`src/rtl/mc_pkg.sv`:
```
// Shared types and defaults for the multicycle control sequencer.
package mc_pkg;

    localparam int          XLEN_DEF     = 32;
    localparam logic [31:0] RESET_PC_DEF = 32'h0000_0000;

    typedef enum logic [2:0] {
        FETCH  = 3'd0,
        DECODE = 3'd1,
        EXEC   = 3'd2,
        MEM    = 3'd3,
        WB     = 3'd4,
        HALT   = 3'd5
    } state_t;

endpackage

```
`src/rtl/multicycle_sequencer_perf_counters.sv`:
```
// Free-running cycle counter and retired-instruction counter, both wrapping.
module perf_counters #(
    parameter int CNT_W = 32
) (
    input  logic             clk,
    input  logic             reset,
    input  logic             inc_instret,
    output logic [CNT_W-1:0] cycle_cnt,
    output logic [CNT_W-1:0] instret_cnt
);

    always_ff @(posedge clk or negedge reset) begin
        if (!reset) begin
            cycle_cnt   <= '0;
            instret_cnt <= '0;
        end else begin
            cycle_cnt <= cycle_cnt + CNT_W'(1);
            if (inc_instret) begin
                instret_cnt <= instret_cnt + CNT_W'(1);
            end
        end
    end

endmodule

```
`src/rtl/multicycle_sequencer.sv`:
```
// Five-phase multicycle sequencer with req/ack memory handshakes and syscall halt.
//
// state  | meaning
// FETCH  | imem_req high until imem_ack; latch instr
// DECODE | decoder settles on the new instr
// EXEC   | pc <= next_pc (unless syscall); pick MEM / WB / FETCH / HALT
// MEM    | dmem_req high until dmem_ack; loads continue to WB
// WB     | one-cycle register-file write strobe
// HALT   | halted after syscall; resume returns to FETCH
module multicycle_sequencer
    import mc_pkg::*;
#(
    parameter int              XLEN     = XLEN_DEF,
    parameter logic [XLEN-1:0] RESET_PC = XLEN'(RESET_PC_DEF),
    parameter int              CNT_W    = 32
) (
    input  logic             clk,
    input  logic             reset,
    output logic             imem_req,
    output logic [XLEN-1:0]  imem_addr,
    input  logic             imem_ack,
    input  logic [XLEN-1:0]  imem_rdata,
    output logic [XLEN-1:0]  instr,
    input  logic             is_load,
    input  logic             is_store,
    input  logic             reg_write,
    input  logic             is_ctrl,
    input  logic             is_syscall,
    input  logic [XLEN-1:0]  next_pc,
    output logic             dmem_req,
    output logic             dmem_we,
    input  logic             dmem_ack,
    output logic             rf_we,
    output logic [XLEN-1:0]  pc,
    output logic             halted,
    input  logic             resume,
    output logic [CNT_W-1:0] cycle_cnt,
    output logic [CNT_W-1:0] instret_cnt
);

    state_t state;
    logic   inc_instret;
    logic   is_mem;

    assign imem_addr = pc;
    assign is_mem    = is_load | is_store;

    always_ff @(posedge clk or negedge reset) begin
        if (!reset) begin
            state    <= FETCH;
            pc       <= RESET_PC;
            instr    <= '0;
            imem_req <= 1'b1;
            dmem_req <= 1'b0;
            dmem_we  <= 1'b0;
            rf_we    <= 1'b0;
            halted   <= 1'b0;
        end else begin
            rf_we <= 1'b0;
            case (state)
                FETCH: begin
                    if (imem_ack) begin
                        instr    <= imem_rdata;
                        imem_req <= 1'b0;
                        state    <= DECODE;
                    end
                end
                DECODE: begin
                    state <= EXEC;
                end
                EXEC: begin
                    if (is_syscall) begin
                        halted <= 1'b1;
                        state  <= HALT;
                    end else begin
                        pc <= next_pc;
                        if (is_mem) begin
                            dmem_req <= 1'b1;
                            dmem_we  <= is_store;
                            state    <= MEM;
                        end else if (reg_write) begin
                            rf_we <= 1'b1;
                            state <= WB;
                        end else begin
                            imem_req <= 1'b1;
                            state    <= FETCH;
                        end
                    end
                end
                MEM: begin
                    // dmem_we was latched from is_store on entry and marks the access kind
                    if (dmem_ack) begin
                        dmem_req <= 1'b0;
                        dmem_we  <= 1'b0;
                        if (dmem_we) begin
                            imem_req <= 1'b1;
                            state    <= FETCH;
                        end else begin
                            rf_we <= 1'b1;
                            state <= WB;
                        end
                    end
                end
                WB: begin
                    imem_req <= 1'b1;
                    state    <= FETCH;
                end
                HALT: begin
                    if (resume) begin
                        halted   <= 1'b0;
                        imem_req <= 1'b1;
                        state    <= FETCH;
                    end
                end
                default: begin
                    imem_req <= 1'b1;
                    dmem_req <= 1'b0;
                    dmem_we  <= 1'b0;
                    halted   <= 1'b0;
                    state    <= FETCH;
                end
            endcase
        end
    end

    // Retire on the edge leaving the last state of each instruction.
    always_comb begin
        inc_instret = 1'b0;
        case (state)
            EXEC:    inc_instret = is_syscall | ~(is_mem | reg_write);
            MEM:     inc_instret = dmem_ack & dmem_we;
            WB:      inc_instret = 1'b1;
            default: inc_instret = 1'b0;
        endcase
    end

    perf_counters #(
        .CNT_W(CNT_W)
    ) u_perf_counters (
        .clk        (clk),
        .reset      (reset),
        .inc_instret(inc_instret),
        .cycle_cnt  (cycle_cnt),
        .instret_cnt(instret_cnt)
    );

    logic unused_ctrl;
    assign unused_ctrl = is_ctrl;

endmodule

```
`config.mk`:
```
export PLATFORM = sky130hd
export DESIGN_NAME = multicycle_sequencer
export DESIGN_NICKNAME = d
export VERILOG_FILES = /design/src/rtl/mc_pkg.sv /design/src/rtl/multicycle_sequencer_perf_counters.sv /design/src/rtl/multicycle_sequencer.sv
export SDC_FILE = /design/constraint.sdc
export NUM_CORES = 1
export LEC_CHECK = 0
export CORE_MARGIN = 2
export CORE_UTILIZATION = 44
export CTS_CLUSTER_DIAMETER = 120
export DETAILED_ROUTE_END_ITERATION = 12
export PLACE_DENSITY_LB_ADDON = 0.2
export SKIP_LAST_GASP = 1
export SYNTH_ARGS = -nofsm -noshare
export SYNTH_HDL_FRONTEND = slang
export SYNTH_SLANG_ARGS = --single-unit
```
`constraint.sdc`:
```
create_clock -name clk -period 2.35 [get_ports clk]
set_input_delay 0.3525 -clock clk [delete_from_list [all_inputs] [get_ports clk]]
set_output_delay 0.3525 -clock clk [all_outputs]
set_load 0.02 [all_outputs]
```
==> impl_metrics.env, run 1 <==
export IMPL_synth_distinct_cells=43
export IMPL_fin_area_mm2=0.009104
export IMPL_grt_use_total_pct=20.73
export IMPL_critPathMaxFanout=16
export IMPL_postPlaceCellArea_mm2=0.008467
export IMPL_path_delay_family="simple AND/OR/NAND/NOR gates"
export IMPL_rows=42
export IMPL_clk_path_buf_depth=2
export IMPL_viasPerCell=4.956
export IMPL_path_clk_slew_ns=0.05
export IMPL_routedWlPerCell_um=16.30
export IMPL_critPathCapture="u_perf_counters.instret_cnt[25]$_DFFE_PN0P_"
export IMPL_netlist_area_mm2=0.005979
export IMPL_final_layout_size_suffix_gt1_share_pct=17.42
export IMPL_critPathBufInv=2
export IMPL_hpwl_mm=10.77
export IMPL_grt_pass1_vias=4614
export IMPL_report_final_setup_viol=0
export IMPL_gp_congestion=0.8332
export IMPL_cp_startpoint="state[0]$_DFFE_PN0P_"
export IMPL_vias=4485
export IMPL_drt_wl_total_mm=14.75
export IMPL_cts_tree="yes"
export IMPL_power_frac_seq_pct=31.7
export IMPL_p_int_mw=7.351
export IMPL_worstPathCellList="buf_4 > nor4b_1 > a22o_1 > o21ai_0 > buf_4 > nor4_1 > xor2_1"
export IMPL_num_antenna_cells=0
export IMPL_antenna_found_initial=0
export IMPL_drc=0
export IMPL_maxSlewViolCount=0
export IMPL_synth_top_area_share_pct=56.50
export IMPL_r2r_start="state[0]$_DFFE_PN0P_"
export IMPL_synth_edf_count=0
export IMPL_clkLatencyLatePin_ns=0.41
export IMPL_grt_pass1_wl_mm=23.60
export IMPL_critical_path_class="reg -> reg"
export IMPL_crit_required_ns=2.69
export IMPL_die_w_um=120.6
export IMPL_dieArea_mm2=0.01454
export IMPL_place_inst=872
export IMPL_syn_inst=487
export IMPL_swShare_pct=33.39
export IMPL_layoutNonFillerInstCount=905
export IMPL_total_power_mw=11.03
export IMPL_die_y_um=120.6
export IMPL_finalHoldViolCount=0
export IMPL_overflow=0
export IMPL_io_buffers=237
export IMPL_crit_path_end_kind="flop"
export IMPL_finClkSkew_ns=0.008574
export IMPL_rsz0062_at_grt="no"
export IMPL_firstDrtPassIters=4
export IMPL_async_reset_ff_share_pct=100.0
export IMPL_cts_root_buf="clkbuf_16"
export IMPL_fin_crit_sh_pct=91.12
export IMPL_core_area_mm2=0.01324
export IMPL_avgSynthCellArea_um2=12.28
export IMPL_arrival_ns=2.48
export IMPL_p_per_area_mw_per_mm2=1212
export IMPL_cts_setup_buffers=0
export IMPL_post_route_min_period_ns=2.141
export IMPL_cts_made_buffers=17
export IMPL_syn2layout_area_growth_pct=52.25
export IMPL_yosysWarnings=0
export IMPL_cp_depth=7
export IMPL_hp_class="in -> async"
export IMPL_ys_seq_area_share_pct=56.94
export IMPL_maxSlewHeadroom_pct=66.20
export IMPL_slowest_stage="dfrtp_1"
export IMPL_synth_top_area_cell="dfrtp_1"
export IMPL_ant_nets=0
export IMPL_synth_ff_type="dfrtp_1"
export IMPL_ioPinCount=239
export IMPL_r2r_cells=7
export IMPL_p_leak_nw=3.875
export IMPL_tightest_slew_ns=0.5024
export IMPL_path_common_cell="buf_4"
export IMPL_fin_nets=792
export IMPL_cts_htree_levels=4
export IMPL_crit_path_max_incr_delay_ns=0.38
export IMPL_r2r_slack_ns=0.21
export IMPL_power_frac_clock_pct=25.2
export IMPL_synthTopCellsByArea="dfrtp_1, mux2_2, xnor2_1"
export IMPL_r2r_end="u_perf_counters.instret_cnt[25]$_DFFE_PN0P_"
export IMPL_ys_ff_latch=136
export IMPL_cp_start_kind="flop"
export IMPL_grt_max_degree=52
export IMPL_p_sw_mw=3.684
export IMPL_clock_sinks=136
export IMPL_initial_core_util_pct=45.15
export IMPL_peakVddDrop_mv=0.7209
export IMPL_synth_nets=563
export IMPL_dr_first_iter_drc_count=170
export IMPL_status="completed"
export IMPL_clock_fmax_mhz=467.0
export IMPL_setup_tns_final_ns=0
export IMPL_comb_power_share_pct=43.1
export IMPL_drv_cap=0
==> flip-flops by register name (all words and copies together) (netlist names) <==
name / cells
imem_addr: 32
rf_we: 1
halted: 1
imem_req: 1
u_perf_counters.cycle_cnt: 32
instr: 32
u_perf_counters.instret_cnt: 32
dmem_we: 1
state: 3
dmem_req: 1
==> synth_stat cells, types with 2 or more instances <==
master    count
nand3b_1      3
nand4_1      13
xnor2_1      38
xor2_1       23
nor2_1       20
and2_1        3
buf_2         3
clkbuf_1     12
a22o_1        2
mux2_2       65
and3_1        8
buf_4        33
a21oi_1       5
a31oi_1       3
nor4_1        3
nand2b_1      2
nand2_1      31
inv_1        10
nor3_1       16
nor3b_1       2
ha_1          2
and4_1        2
nor4b_2       2
nor4_2        2
o21ai_0       7
or2_2         2
dfrtp_1     135
nand3_1      24
nor4b_1       2
==> per-layer routing <==
layer / track usage [%] / share of wire [%] / vias up
met5: 0 / 0 / -
met4: 6.904 / 1.5 / 0
met2: 35.88 / 52 / 160
li1: - / - / 2100
met1: 24.35 / 40 / 2208
met3: 6.651 / 6.8 / 17
==> layout make-up <==
type / instances / area, um^2
fill: 996 / 4139
clock buffer: 24 / 511.7
clock inverter: 8 / 115.1
timing repair buffer: 259 / 2579
sequential: 136 / 3405
inverter: 10 / 37.54
tap: 176 / 220.2
multi-input combinational: 292 / 2236
==> logic make-up (layout without fill, tap and decap cells) <==
logic type      count (synthesis)  count (layout)  synth area share (%)
compound gates                 24              24                 2.909
xor+xnor                       61              61                 8.935
fa+ha+maj                       2               2                0.4184
buf+inv                        59             301                 5.964
flops                         136             136                 56.94
mux                            65              65                 12.24
simple gates                  140             140                 12.60
==> through the flow <==
| step | hold WS [ns] | util, % | worst slack (ns) |
|---|---|---|---|
| 6_report | 0.4551 | 68.75 | 0.2087 |
| 5_1_grt | 0.4867 | 68.75 | 0.07469 |
| 4_1_cts | 0.4632 | 68.75 | 0.2007 |
| 3_5_place_dp | 0.3347 | 63.94 | 0.04942 |
| 3_3_place_gp | 0.3239 | 63.94 | 0.1183 |
| 2_1_floorplan | 0.05691 | - | 0.2295 |
==> cell usage in the layout (no fill, tap or decap), drive strengths merged, types with 2 or more instances in the layout <==
master,Yosys,final
bufinv,0,3
nand2,31,31
a21oi,5,5
o21ai,7,7
buf,37,22
nor3b,2,2
a31oi,3,3
dfrtp,135,135
and2,3,3
xor2,23,23
mux2,65,65
nor4b,4,4
inv,10,10
and4,2,2
and3,8,8
clkinv,0,5
nor4,5,5
ha,2,2
nand3,24,24
clkbuf,12,24
xnor2,38,38
nand2b,2,2
a22o,2,2
nand3b,3,3
or2,2,2
nor3,16,16
nor2,20,20
clkdlybuf4s50,0,236
nand4,13,13
==> power by group through the flow <==
stage          logic, mW  clock network [mW]  registers [mW]
2_1_floorplan       2.02                   0            4.26
3_5_place_dp        4.78                   0            3.54
6_report            4.76                2.78            3.50
5_1_grt             5.01                2.92            3.60
4_1_cts             4.81                2.83            3.51
3_3_place_gp        4.73                   0            3.49
==> worst register-to-register path, stage by stage, from the launching register on <==
cell	delay [ns]
dfrtp_1	0.38
buf_4	0.20
nor4b_1	0.35
a22o_1	0.25
o21ai_0	0.18
buf_4	0.22
nor4_1	0.33
xor2_1	0.17
==> worst min-delay path by stage <==
stage | from | cells past startpoint | end
after floorplan | reset | 0 | dmem_req$_DFFE_PN0P_
after global placement | reset | 1 | instr[20]$_DFFE_PN0P_
after detailed placement | reset | 1 | instr[3]$_DFFE_PN0P_
after CTS | reset | 2 | instr[8]$_DFFE_PN0P_
after global routing | reset | 2 | instr[9]$_DFFE_PN0P_
final | reset | 2 | instr[3]$_DFFE_PN0P_
==> what timing repair did <==
item,4_1_cts,5_1_grt
hold buffers,1,0
gates resized for setup,0,0
endpoints found under the setup margin,0,0
hold endpoints to repair,46,0
No activity file was read; power rests on OpenSTA's default activity.
==> run 2, diff against run 1 <==
Settings changed: CORE_ASPECT_RATIO set to 1.4.
==> impl_metrics.env, run 2 (synthesized netlist as in run 1, its figures left out) <==
export IMPL_power_frac_clock_pct=25.5
export IMPL_antenna_found_initial=0
export IMPL_vias=4566
export IMPL_final_layout_size_suffix_gt1_share_pct=17.67
export IMPL_power_frac_seq_pct=31.4
export IMPL_finalHoldViolCount=0
export IMPL_cts_setup_buffers=0
export IMPL_io_buffers=237
export IMPL_fin_util_pct=68.55
export IMPL_arrival_ns=2.47
export IMPL_p_sw_mw=3.793
export IMPL_fin_area_mm2=0.009135
export IMPL_setup_tns_final_ns=0
export IMPL_crit_required_ns=2.68
export IMPL_dieArea_mm2=0.01455
export IMPL_viasPerCell=5.007
export IMPL_tightest_slew_ns=0.5802
export IMPL_die_y_um=141.9
export IMPL_overflow=0
export IMPL_cts_tree="yes"
export IMPL_maxSlewViolCount=0
export IMPL_rsz0062_at_grt="no"
export IMPL_drc=0
export IMPL_mostFrequentLayoutCells="clkdlybuf4s50_1, dfrtp_1, mux2_2"
export IMPL_p_leak_nw=3.874
export IMPL_cts_made_buffers=17
export IMPL_report_final_setup_viol=0
export IMPL_core_area_mm2=0.01333
export IMPL_clk_path_buf_depth=2
export IMPL_clock_fmax_mhz=468.4
export IMPL_cts_root_buf="clkbuf_16"
export IMPL_ioPinCount=239
export IMPL_swShare_pct=34.01
export IMPL_fin_nets=793
export IMPL_place_inst=879
export IMPL_status="completed"
export IMPL_grt_use_total_pct=21.06
export IMPL_clkLatencyLatePin_ns=0.42
export IMPL_r2r_cells=7
export IMPL_ant_nets=0
export IMPL_drt_wl_total_mm=14.99
export IMPL_rows=50
export IMPL_crit_path_end_kind="flop"
export IMPL_p_int_mw=7.360
export IMPL_firstDrtPassIters=6
export IMPL_fin_crit_sh_pct=90.86
export IMPL_fillers=1002
export IMPL_use_met1_pct=23.92
export IMPL_routedWlPerCell_um=16.43
export IMPL_hp_class="in -> async"
export IMPL_p_per_area_mw_per_mm2=1221
export IMPL_grt_use_met2_pct=36.57
export IMPL_dr_first_iter_drc_count=164
export IMPL_cts_htree_levels=4
export IMPL_maxSlewHeadroom_pct=60.97
export IMPL_cp_start_kind="flop"
export IMPL_mostFrequentLayoutCell="clkdlybuf4s50_1"
export IMPL_die_w_um=102.5
export IMPL_peakVddDrop_mv=0.8319
export IMPL_layoutNonFillerInstCount=912
export IMPL_drv_cap=0
export IMPL_post_route_min_period_ns=2.135
export IMPL_postPlaceCellArea_mm2=0.008482
export IMPL_initial_core_util_pct=44.87
export IMPL_path_clk_slew_ns=0.06
export IMPL_grt_util_met3_pct=6.729
export IMPL_hpwl_mm=11.18
export IMPL_num_antenna_cells=0
export IMPL_critical_path_class="reg -> reg"
export IMPL_critPathMaxFanout=16
export IMPL_gp_congestion=0.8145
export IMPL_grt_pass1_vias=4780
export IMPL_syn2layout_area_growth_pct=52.77
export IMPL_grt_pass1_wl_mm=23.76
export IMPL_comb_power_share_pct=43.1
export IMPL_finClkSkew_ns=0.01247
export IMPL_clock_sinks=136
export IMPL_grt_max_degree=54
export IMPL_grt_busiest_layer="met2"
==> run 2: through the flow <==
step / setup WS (ns) / hold slack [ns] / power [mW]
2_1_floorplan: 0.2295 / 0.05691 / 6.284
3_3_place_gp: 0.1137 / 0.3186 / 8.253
3_5_place_dp: 0.005564 / 0.3266 / 8.388
4_1_cts: 0.1841 / 0.4520 / 11.28
5_1_grt: 0.05906 / 0.4963 / 11.69
6_report: 0.2149 / 0.4485 / 11.15
==> run 2: routing by layer <==
layer / wire [um] / share of wire, %
met5: 0 / 0
met4: 285 / 1.9
met3: 1043 / 7.0
met2: 7889 / 53
met1: 5767 / 38
==> run 2: path summary, 6_finish.rpt <==
path | start | end | slack (ns)
min | reset | imem_addr[22]$_DFFE_PN0P_ | 0.45
min reg2reg | dmem_req$_DFFE_PN0P_ | dmem_req$_DFFE_PN0P_ | 0.48
min in group clk | dmem_req$_DFFE_PN0P_ | dmem_req$_DFFE_PN0P_ | 0.48
max reg2reg | state[2]$_DFFE_PN0P_ | u_perf_counters.instret_cnt[25]$_DFFE_PN0P_ | 0.21
max | state[2]$_DFFE_PN0P_ | u_perf_counters.instret_cnt[25]$_DFFE_PN0P_ | 0.21
max in group asynchronous | reset | instr[0]$_DFFE_PN0P_ | 1.09
==> run 2: repair_timing <==
item	in CTS	in global routing
hold endpoints to repair	50	0
gates resized for setup	0	1
hold buffers	1	0
endpoints found under the setup margin	0	1
==> run 2: cell type report <==
class / count / area [um^2] / area share (%)
Inverter: 10 / 37.54 / 0.4109
Clock inverter: 13 / 193.9 / 2.123
Clock buffer: 19 / 442.9 / 4.849
Timing Repair Buffer: 260 / 2586 / 28.31
Tap cell: 182 / 227.7 / 2.493
Multi-Input combinational cell: 292 / 2242 / 24.54
Sequential cell: 136 / 3405 / 37.27
==> run 2: power groups by stage <==
stage                     combinational [mW]  clock, mW  sequential, mW
after CTS                               4.87       2.90            3.51
after detailed placement                4.85          0            3.54
final                                   4.81       2.84            3.50
after floorplan                         2.02          0            4.26
after global routing                    5.08       3.02            3.59
after global placement                  4.78          0            3.48
==> run 2: worst max-delay path, cell delays in order, from the launching register on <==
cell and delay (ns):
dfrtp_1 0.38, buf_4 0.20, nor4b_1 0.38, a22o_1 0.29, o21ai_0 0.17, buf_4 0.20, nor4_2 0.28, xor2_1 0.16
==> run 3, diff against run 2 <==
Settings changed: TNS_END_PERCENT set to 1.
==> results of run 3 <==
The final DEF is identical to that of run 2; final timing and power are the same.
